### config.mk
export PLATFORM = sky130hd
export DESIGN_NAME = mem_channel_arbiter
export DESIGN_NICKNAME = d
export VERILOG_FILES = /design/src/rtl/mem_channel_arbiter_pkg.sv /design/src/rtl/mem_channel_arbiter_rr_arbiter.sv /design/src/rtl/mem_channel_arbiter.sv
export SDC_FILE = /design/constraint.sdc
export NUM_CORES = 1
export LEC_CHECK = 0
export BUFFER_PORTS_ARGS = -buffer_cell sky130_fd_sc_hd__buf_2
export CAP_MARGIN = 15
export CORE_ASPECT_RATIO = 0.75
export CORE_MARGIN = 10
export CORE_UTILIZATION = 40
export DETAILED_ROUTE_END_ITERATION = 16
export GPL_ROUTABILITY_DRIVEN = 1
export GPL_TIMING_DRIVEN = 0
export PLACE_DENSITY = 0.68
export SLEW_MARGIN = 20
export SYNTH_ARGS = -nofsm -noshare
export SYNTH_HDL_FRONTEND = slang
export SYNTH_SLANG_ARGS = --single-unit
### constraint.sdc
create_clock -name clk -period 11.8 [get_ports clk]
set_input_delay 0.59 -clock clk [delete_from_list [all_inputs] [get_ports clk]]
set_output_delay 0.59 -clock clk [all_outputs]
set_load 0.02 [all_outputs]
### src/rtl/mem_channel_arbiter_pkg.sv
// Shared definitions for the memory channel arbiter.
// Contents: access width and arbiter state enums, the read-tracking entry
// type, and the round-robin pointer helper.
package mem_channel_arbiter_pkg;

  typedef enum logic {
    SINGLE_WIDTH = 1'b0,
    DOUBLE_WIDTH = 1'b1
  } DataWidth_t;

  typedef enum logic {
    ARB_IDLE   = 1'b0,
    ARB_SECOND = 1'b1
  } ArbState_t;

  // Channel index field sized for the largest supported channel count (8).
  localparam int unsigned CH_IDX_W = 3;

  // One in-flight read beat travelling alongside the bank read latency.
  typedef struct packed {
    logic                vld;
    logic [CH_IDX_W-1:0] ch;
    logic                last;
    logic                dbl;
  } rd_track_t;

  // Round-robin successor of idx among n channels.
  function automatic int unsigned rr_next(input int unsigned idx, input int unsigned n);
    return (idx + 32'd1 >= n) ? 32'd0 : idx + 32'd1;
  endfunction

endpackage

### src/rtl/mem_channel_arbiter_rr_arbiter.sv
// Round-robin arbiter: grants the first requesting channel at or after rr_ptr_i.
// Ports:
//   req_i       - per-channel request vector
//   rr_ptr_i    - highest-priority channel index this cycle
//   advance_i   - arbitration enabled this cycle; when low no grant is made
//   grant_oh_o  - one-hot grant
//   grant_idx_o - binary index of the granted channel (0 when no grant)
module mem_channel_arbiter_rr_arbiter #(
  parameter  int unsigned NUM_CH = 4,
  localparam int unsigned IDX_W  = $clog2(NUM_CH)
) (
  input  logic [NUM_CH-1:0] req_i,
  input  logic [IDX_W-1:0]  rr_ptr_i,
  input  logic              advance_i,
  output logic [NUM_CH-1:0] grant_oh_o,
  output logic [IDX_W-1:0]  grant_idx_o
);

  int unsigned idx;
  logic        found;

  // Scan channels starting at the pointer; first requester wins.
  always_comb begin
    grant_oh_o  = '0;
    grant_idx_o = '0;
    found       = 1'b0;
    idx         = 32'd0;
    for (int unsigned i = 0; i < NUM_CH; i++) begin
      idx = (32'(rr_ptr_i) + i) % NUM_CH;
      if (advance_i && !found && req_i[IDX_W'(idx)]) begin
        found                     = 1'b1;
        grant_oh_o[IDX_W'(idx)]   = 1'b1;
        grant_idx_o               = IDX_W'(idx);
      end
    end
  end

endmodule

### src/rtl/mem_channel_arbiter.sv
// N-channel round-robin port onto one single-port memory bank. Double-width
// accesses are split into two consecutive beats; reads are tracked through a
// READ_LAT-deep pipeline and returned to the originating channel.
// Ports:
//   clk, rst                  - clock, asynchronous active-high reset
//   req_valid/req_ready       - per-channel request handshake
//   req_write/req_width       - per-channel direction and access width
//   req_addr/req_wdata        - per-channel base address and 2-word write data
//   rsp_valid/rsp_rdata       - one-hot read response strobe and shared data
//   bank_en/bank_chip_en      - bank access enable, 1 = write beat
//   bank_addr/bank_wdata      - bank address and write word
//   bank_rdata                - bank read word, READ_LAT cycles after a read beat
module mem_channel_arbiter
  import mem_channel_arbiter_pkg::*;
#(
  parameter int unsigned NUM_CH   = 4,
  parameter int unsigned DATA_W   = 16,
  parameter int unsigned ADDR_W   = 16,
  parameter int unsigned READ_LAT = 2
) (
  input  logic                               clk,
  input  logic                               rst,
  input  logic [NUM_CH-1:0]                  req_valid,
  output logic [NUM_CH-1:0]                  req_ready,
  input  logic [NUM_CH-1:0]                  req_write,
  input  DataWidth_t                         req_width [NUM_CH],
  input  logic [NUM_CH-1:0][ADDR_W-1:0]      req_addr,
  input  logic [NUM_CH-1:0][2*DATA_W-1:0]    req_wdata,
  output logic [NUM_CH-1:0]                  rsp_valid,
  output logic [2*DATA_W-1:0]                rsp_rdata,
  output logic                               bank_en,
  output logic                               bank_chip_en,
  output logic [ADDR_W-1:0]                  bank_addr,
  output logic [DATA_W-1:0]                  bank_wdata,
  input  logic [DATA_W-1:0]                  bank_rdata
);

  localparam int unsigned CH_W = $clog2(NUM_CH);

  ArbState_t             state_q, state_d;
  logic [CH_W-1:0]       rr_ptr_q, rr_ptr_d;
  logic [CH_W-1:0]       lat_ch_q, lat_ch_d;
  logic [ADDR_W-1:0]     lat_addr_q, lat_addr_d;
  logic                  lat_write_q, lat_write_d;
  logic [DATA_W-1:0]     lat_whi_q, lat_whi_d;
  logic [ADDR_W-1:0]     last_addr_q;
  logic [DATA_W-1:0]     last_wdata_q;
  rd_track_t             pipe_q [READ_LAT];
  rd_track_t             issue;
  rd_track_t             ret;
  logic [DATA_W-1:0]     low_q, low_d;
  logic [NUM_CH-1:0]     rsp_valid_q, rsp_valid_d;
  logic [2*DATA_W-1:0]   rsp_rdata_q, rsp_rdata_d;
  logic [NUM_CH-1:0]     grant_oh;
  logic [CH_W-1:0]       grant_idx;
  logic                  advance;

  // Arbitrate only between transactions and never while reset is asserted.
  assign advance = (state_q == ARB_IDLE) && !rst;

  mem_channel_arbiter_rr_arbiter #(.NUM_CH(NUM_CH)) u_rr_arbiter (
    .req_i       (req_valid),
    .rr_ptr_i    (rr_ptr_q),
    .advance_i   (advance),
    .grant_oh_o  (grant_oh),
    .grant_idx_o (grant_idx)
  );

  // Beat issue, handshake and next-state logic.
  always_comb begin
    state_d      = state_q;
    rr_ptr_d     = rr_ptr_q;
    lat_ch_d     = lat_ch_q;
    lat_addr_d   = lat_addr_q;
    lat_write_d  = lat_write_q;
    lat_whi_d    = lat_whi_q;
    req_ready    = '0;
    bank_en      = 1'b0;
    bank_chip_en = 1'b0;
    bank_addr    = last_addr_q;
    bank_wdata   = last_wdata_q;
    issue        = '0;
    case (state_q)
      ARB_IDLE: begin
        if (|grant_oh) begin
          bank_en      = 1'b1;
          bank_chip_en = req_write[grant_idx];
          bank_addr    = req_addr[grant_idx];
          bank_wdata   = req_wdata[grant_idx][DATA_W-1:0];
          issue.vld    = !req_write[grant_idx];
          issue.ch     = CH_IDX_W'(grant_idx);
          if (req_width[grant_idx] == SINGLE_WIDTH) begin
            req_ready  = grant_oh;
            rr_ptr_d   = CH_W'(rr_next(32'(grant_idx), NUM_CH));
            issue.last = 1'b1;
          end else begin
            // Latch the transaction so beat 1 does not depend on the requester.
            lat_ch_d    = grant_idx;
            lat_addr_d  = req_addr[grant_idx];
            lat_write_d = req_write[grant_idx];
            lat_whi_d   = req_wdata[grant_idx][2*DATA_W-1:DATA_W];
            issue.dbl   = 1'b1;
            state_d     = ARB_SECOND;
          end
        end
      end
      ARB_SECOND: begin
        bank_en             = 1'b1;
        bank_chip_en        = lat_write_q;
        bank_addr           = lat_addr_q + ADDR_W'(1);
        bank_wdata          = lat_whi_q;
        req_ready[lat_ch_q] = 1'b1;
        rr_ptr_d            = CH_W'(rr_next(32'(lat_ch_q), NUM_CH));
        issue.vld           = !lat_write_q;
        issue.ch            = CH_IDX_W'(lat_ch_q);
        issue.last          = 1'b1;
        issue.dbl           = 1'b1;
        state_d             = ARB_IDLE;
      end
      default: state_d = ARB_IDLE;
    endcase
  end

  assign ret = pipe_q[READ_LAT-1];

  // Read return: hold beat 0 of a double read, respond on the last beat.
  always_comb begin
    rsp_valid_d = '0;
    rsp_rdata_d = rsp_rdata_q;
    low_d       = low_q;
    if (ret.vld) begin
      if (ret.last) begin
        for (int unsigned i = 0; i < NUM_CH; i++) begin
          rsp_valid_d[i] = (ret.ch == CH_IDX_W'(i));
        end
        rsp_rdata_d = ret.dbl ? {bank_rdata, low_q} : {{DATA_W{1'b0}}, bank_rdata};
      end else begin
        low_d = bank_rdata;
      end
    end
  end

  always_ff @(posedge clk or posedge rst) begin
    if (rst) begin
      state_q      <= ARB_IDLE;
      rr_ptr_q     <= '0;
      lat_ch_q     <= '0;
      lat_addr_q   <= '0;
      lat_write_q  <= 1'b0;
      lat_whi_q    <= '0;
      last_addr_q  <= '0;
      last_wdata_q <= '0;
      low_q        <= '0;
      rsp_valid_q  <= '0;
      rsp_rdata_q  <= '0;
      for (int i = 0; i < READ_LAT; i++) pipe_q[i] <= '0;
    end else begin
      state_q      <= state_d;
      rr_ptr_q     <= rr_ptr_d;
      lat_ch_q     <= lat_ch_d;
      lat_addr_q   <= lat_addr_d;
      lat_write_q  <= lat_write_d;
      lat_whi_q    <= lat_whi_d;
      last_addr_q  <= bank_addr;
      last_wdata_q <= bank_wdata;
      low_q        <= low_d;
      rsp_valid_q  <= rsp_valid_d;
      rsp_rdata_q  <= rsp_rdata_d;
      pipe_q[0]    <= issue;
      for (int i = 1; i < READ_LAT; i++) pipe_q[i] <= pipe_q[i-1];
    end
  end

  assign rsp_valid = rsp_valid_q;
  assign rsp_rdata = rsp_rdata_q;

endmodule

==> impl_metrics.env <==
export IMPL_status="finished clean"
export IMPL_setup_tns_ns=0
export IMPL_clock_path_buffers=2
export IMPL_io_pin_count=296
export IMPL_dp_cells=1301
export IMPL_worstRegToRegCells=10
export IMPL_critPathMaxStageDelay_ns=0.62
export IMPL_grt_pass1_wl_um=41500
export IMPL_cp_endpoint="bank_wdata[13]"
export IMPL_via_per_inst=5.39
export IMPL_slew_headroom_pct=46.1
export IMPL_critPathMaxFanout=10
export IMPL_area_growth_syn_to_layout_pct=30.9
export IMPL_arrival_ns=4.88
export IMPL_crit_chain="inv_1, ha_1, clkbuf_1, nor4b_1, o21ai_1, a21oi_1, a221o_1, nor4_2, clkbuf_1, nand2_1, o221ai_1, buf_2"
export IMPL_dr_total_vias=7192
export IMPL_crit_top_cell="clkbuf_1"
export IMPL_grt_usage_pct=20.2
export IMPL_start_util_pct=40.7
export IMPL_placed_area_um2=9700
export IMPL_slowest_stage="nor4_2"
export IMPL_synthFlopType="dfrtp_1"
export IMPL_nNetsFinal=1303
export IMPL_fin_crit_sh_pct=46.3
export IMPL_r2r_end="last_addr_q[5]"
export IMPL_fin_util_pct=53.3
export IMPL_firstDrtPassIters=7
export IMPL_fin_area_um2=10300
export IMPL_h_tree_depth=4
export IMPL_cts_root_buf="clkbuf_16"
export IMPL_rows=44
export IMPL_ant_nets=0
export IMPL_end_kind="output pin"
export IMPL_p_per_area_nw_per_um2=321
export IMPL_cts_resized_gates=0
export IMPL_dp_hpwl_um=21500
export IMPL_required_ns=11.21
export IMPL_cts_hold_buf=0
export IMPL_tightest_slew_ns=0.806
export IMPL_synthArstFlopShare_pct=100
export IMPL_fill_cells=1755
export IMPL_power_mw=3.31
export IMPL_ys_seq_area_share_pct=42.0
export IMPL_ys_types=59
export IMPL_slew_viol_final=0
export IMPL_setup_viol=0
export IMPL_cp_startpoint="rr_ptr_q[1]"
export IMPL_coreArea_um2=19300
export IMPL_grt_max_degree=84
export IMPL_fmax_mhz=183
export IMPL_drtIter0Drc=552
export IMPL_drive_above_1_share_pct=37.9
export IMPL_multi_input_area_um2=4240
export IMPL_clkTransAtPathRegs_ns=0.07
export IMPL_syn_area_um2=7870
export IMPL_ys_warn_count=0
export IMPL_syn_nets=988
export IMPL_final_hold_violation_count=0
export IMPL_avgSynthCellArea_um2=10.5
export IMPL_gp_congestion=0.919
export IMPL_ir_drop_uv=157
export IMPL_seqCellArea_um2=3300
export IMPL_worst_hold_slack_ns=0.190
export IMPL_grt_pass1_vias=7427
export IMPL_dieWidth_um=182
export IMPL_cts_buffers=17
export IMPL_hold_class="input pin to asynchronous set/reset pin"
export IMPL_r2r_start="rr_ptr_q[1]"
export IMPL_synth_edff_count=0
export IMPL_r2r_slack_ns=7.44
export IMPL_setup_slack_ns=6.33
export IMPL_routed_wl_um=27300
export IMPL_cts_tree="done"
export IMPL_postCtsSetupBuffers=0
export IMPL_fin_crit_ns=5.47
export IMPL_max_cap_violations=0
export IMPL_drc=0
export IMPL_port_buffers=295
export IMPL_finalNonFillerCells=1334
export IMPL_startpoint_type="flip-flop"
export IMPL_rsz0062_at_grt="no"
export IMPL_p_leak_nw=5.39
export IMPL_finClkSkew_ns=0.0151
export IMPL_antenna_found_initial=2
export IMPL_dp_slack_ns=6.84
export IMPL_die_h_um=141
export IMPL_wl_per_cell_um=20.5
export IMPL_crit_type="flip-flop to output pin"
export IMPL_grt_overflow=0
export IMPL_insertion_delay_ns=0.41
export IMPL_cts_sinks=132
export IMPL_syn_inst=752
export IMPL_die_area_um2=25700
export IMPL_ys_seq_elements=132
cell type report:
cell class              count  share of cell area, %
clock buffers              18                   4.17
clock inverters            14                   1.70
plain buffers              56                   2.68
diodes                      1                 0.0243
inverters                  14                  0.583
flip-flops and latches    132                   32.1
multi-input cells         550                   41.1
well taps                 253                   3.07
repair buffers            296                   14.6
synth_stat cells, types with 8 or more instances:
library cell	instances	area share, %
mux2_2	51	7.3
nand3_1	28	1.8
a221o_1	10	1.3
dfrtp_1	132	42
ha_1	14	2.2
inv_1	12	0.57
and2_1	8	0.64
buf_2	11	0.70
o221ai_1	26	2.9
nor2_1	19	0.91
o21ai_0	45	2.9
mux2i_1	141	18
mux2_1	17	2.4
nand2_1	108	5.2
clkbuf_1	35	1.7
power breakdown:
part | switching [mW] | internal [mW]
logic | 1.22 | 0.738
clock network | 0.210 | 0.336
registers | 0.122 | 0.683
total | 1.55 | 1.76
worst max-delay path, delay by kind of cell (launching register included):
kind                       cells  cell delay [ns]
buffers and inverters          4             1.47
AOI/OAI and AO/OA              4             1.22
and+or+nand+nor                3             0.84
DFF                            1             0.54
adders and majority gates      1             0.40
sequential cells by signal (all words and copies together) (netlist names):
signal / cells
rr_ptr_q: 2
rsp_rdata: 32
pipe_q: 10
rsp_valid: 4
lat_write_q: 1
lat_ch_q: 2
low_q: 16
state_q: 1
lat_addr_q: 16
last_addr_q: 16
lat_whi_q: 16
last_wdata_q: 16
worst min path at each step:
stage,startpoint,endpoint,slack (ns),cells past startpoint
after floorplan,pipe_q[6],pipe_q[0],0.33,0
after global placement,pipe_q[6],pipe_q[0],0.33,0
after detailed placement,pipe_q[6],pipe_q[0],0.34,0
after CTS,rst,last_addr_q[5],0.20,2
after global routing,rst,last_addr_q[5],0.21,2
final,rst,last_addr_q[5],0.19,2
cells by family after synthesis:
family,count (synthesis),share of synthesized area (%)
and+or+nand+nor,191,11.1
buffers and inverters,70,4.18
AOI/OAI and AO/OA,120,10.7
xor gates and xnor gates,14,1.56
DFF,132,42.0
muxes,211,28.2
adders and majority gates,14,2.23
layout by cell type, fill, tap and decap left out, types with 4 or more instances in the layout:
cell and count:
nor3_1 5, clkbuf_16 17, inv_6 5, buf_4 4, ha_1 14, clkbuf_1 36, xor2_1 7, mux2_1 17
o22ai_1 4, o21ai_0 45, nand2_1 108, nor2_1 19, o21ai_1 6, buf_2 306, dfrtp_1 132, buf_6 5
and2_1 8, mux2i_1 141, a221o_1 10, inv_1 11, mux2_2 51, o221ai_1 26, a22o_1 5, a21oi_1 5
nand3_1 28, xnor2_1 7
layer usage:
metal / wire length, um / GRT usage (%) / part of all wire (%)
met1: 12000 / 26.3 / 44
met2: 12700 / 32.5 / 47
met3: 2180 / 6.15 / 8.0
met4: 364 / 3.97 / 1.3
met5: 13 / 0 / 0.048
(Power assumes the default switching activity.)
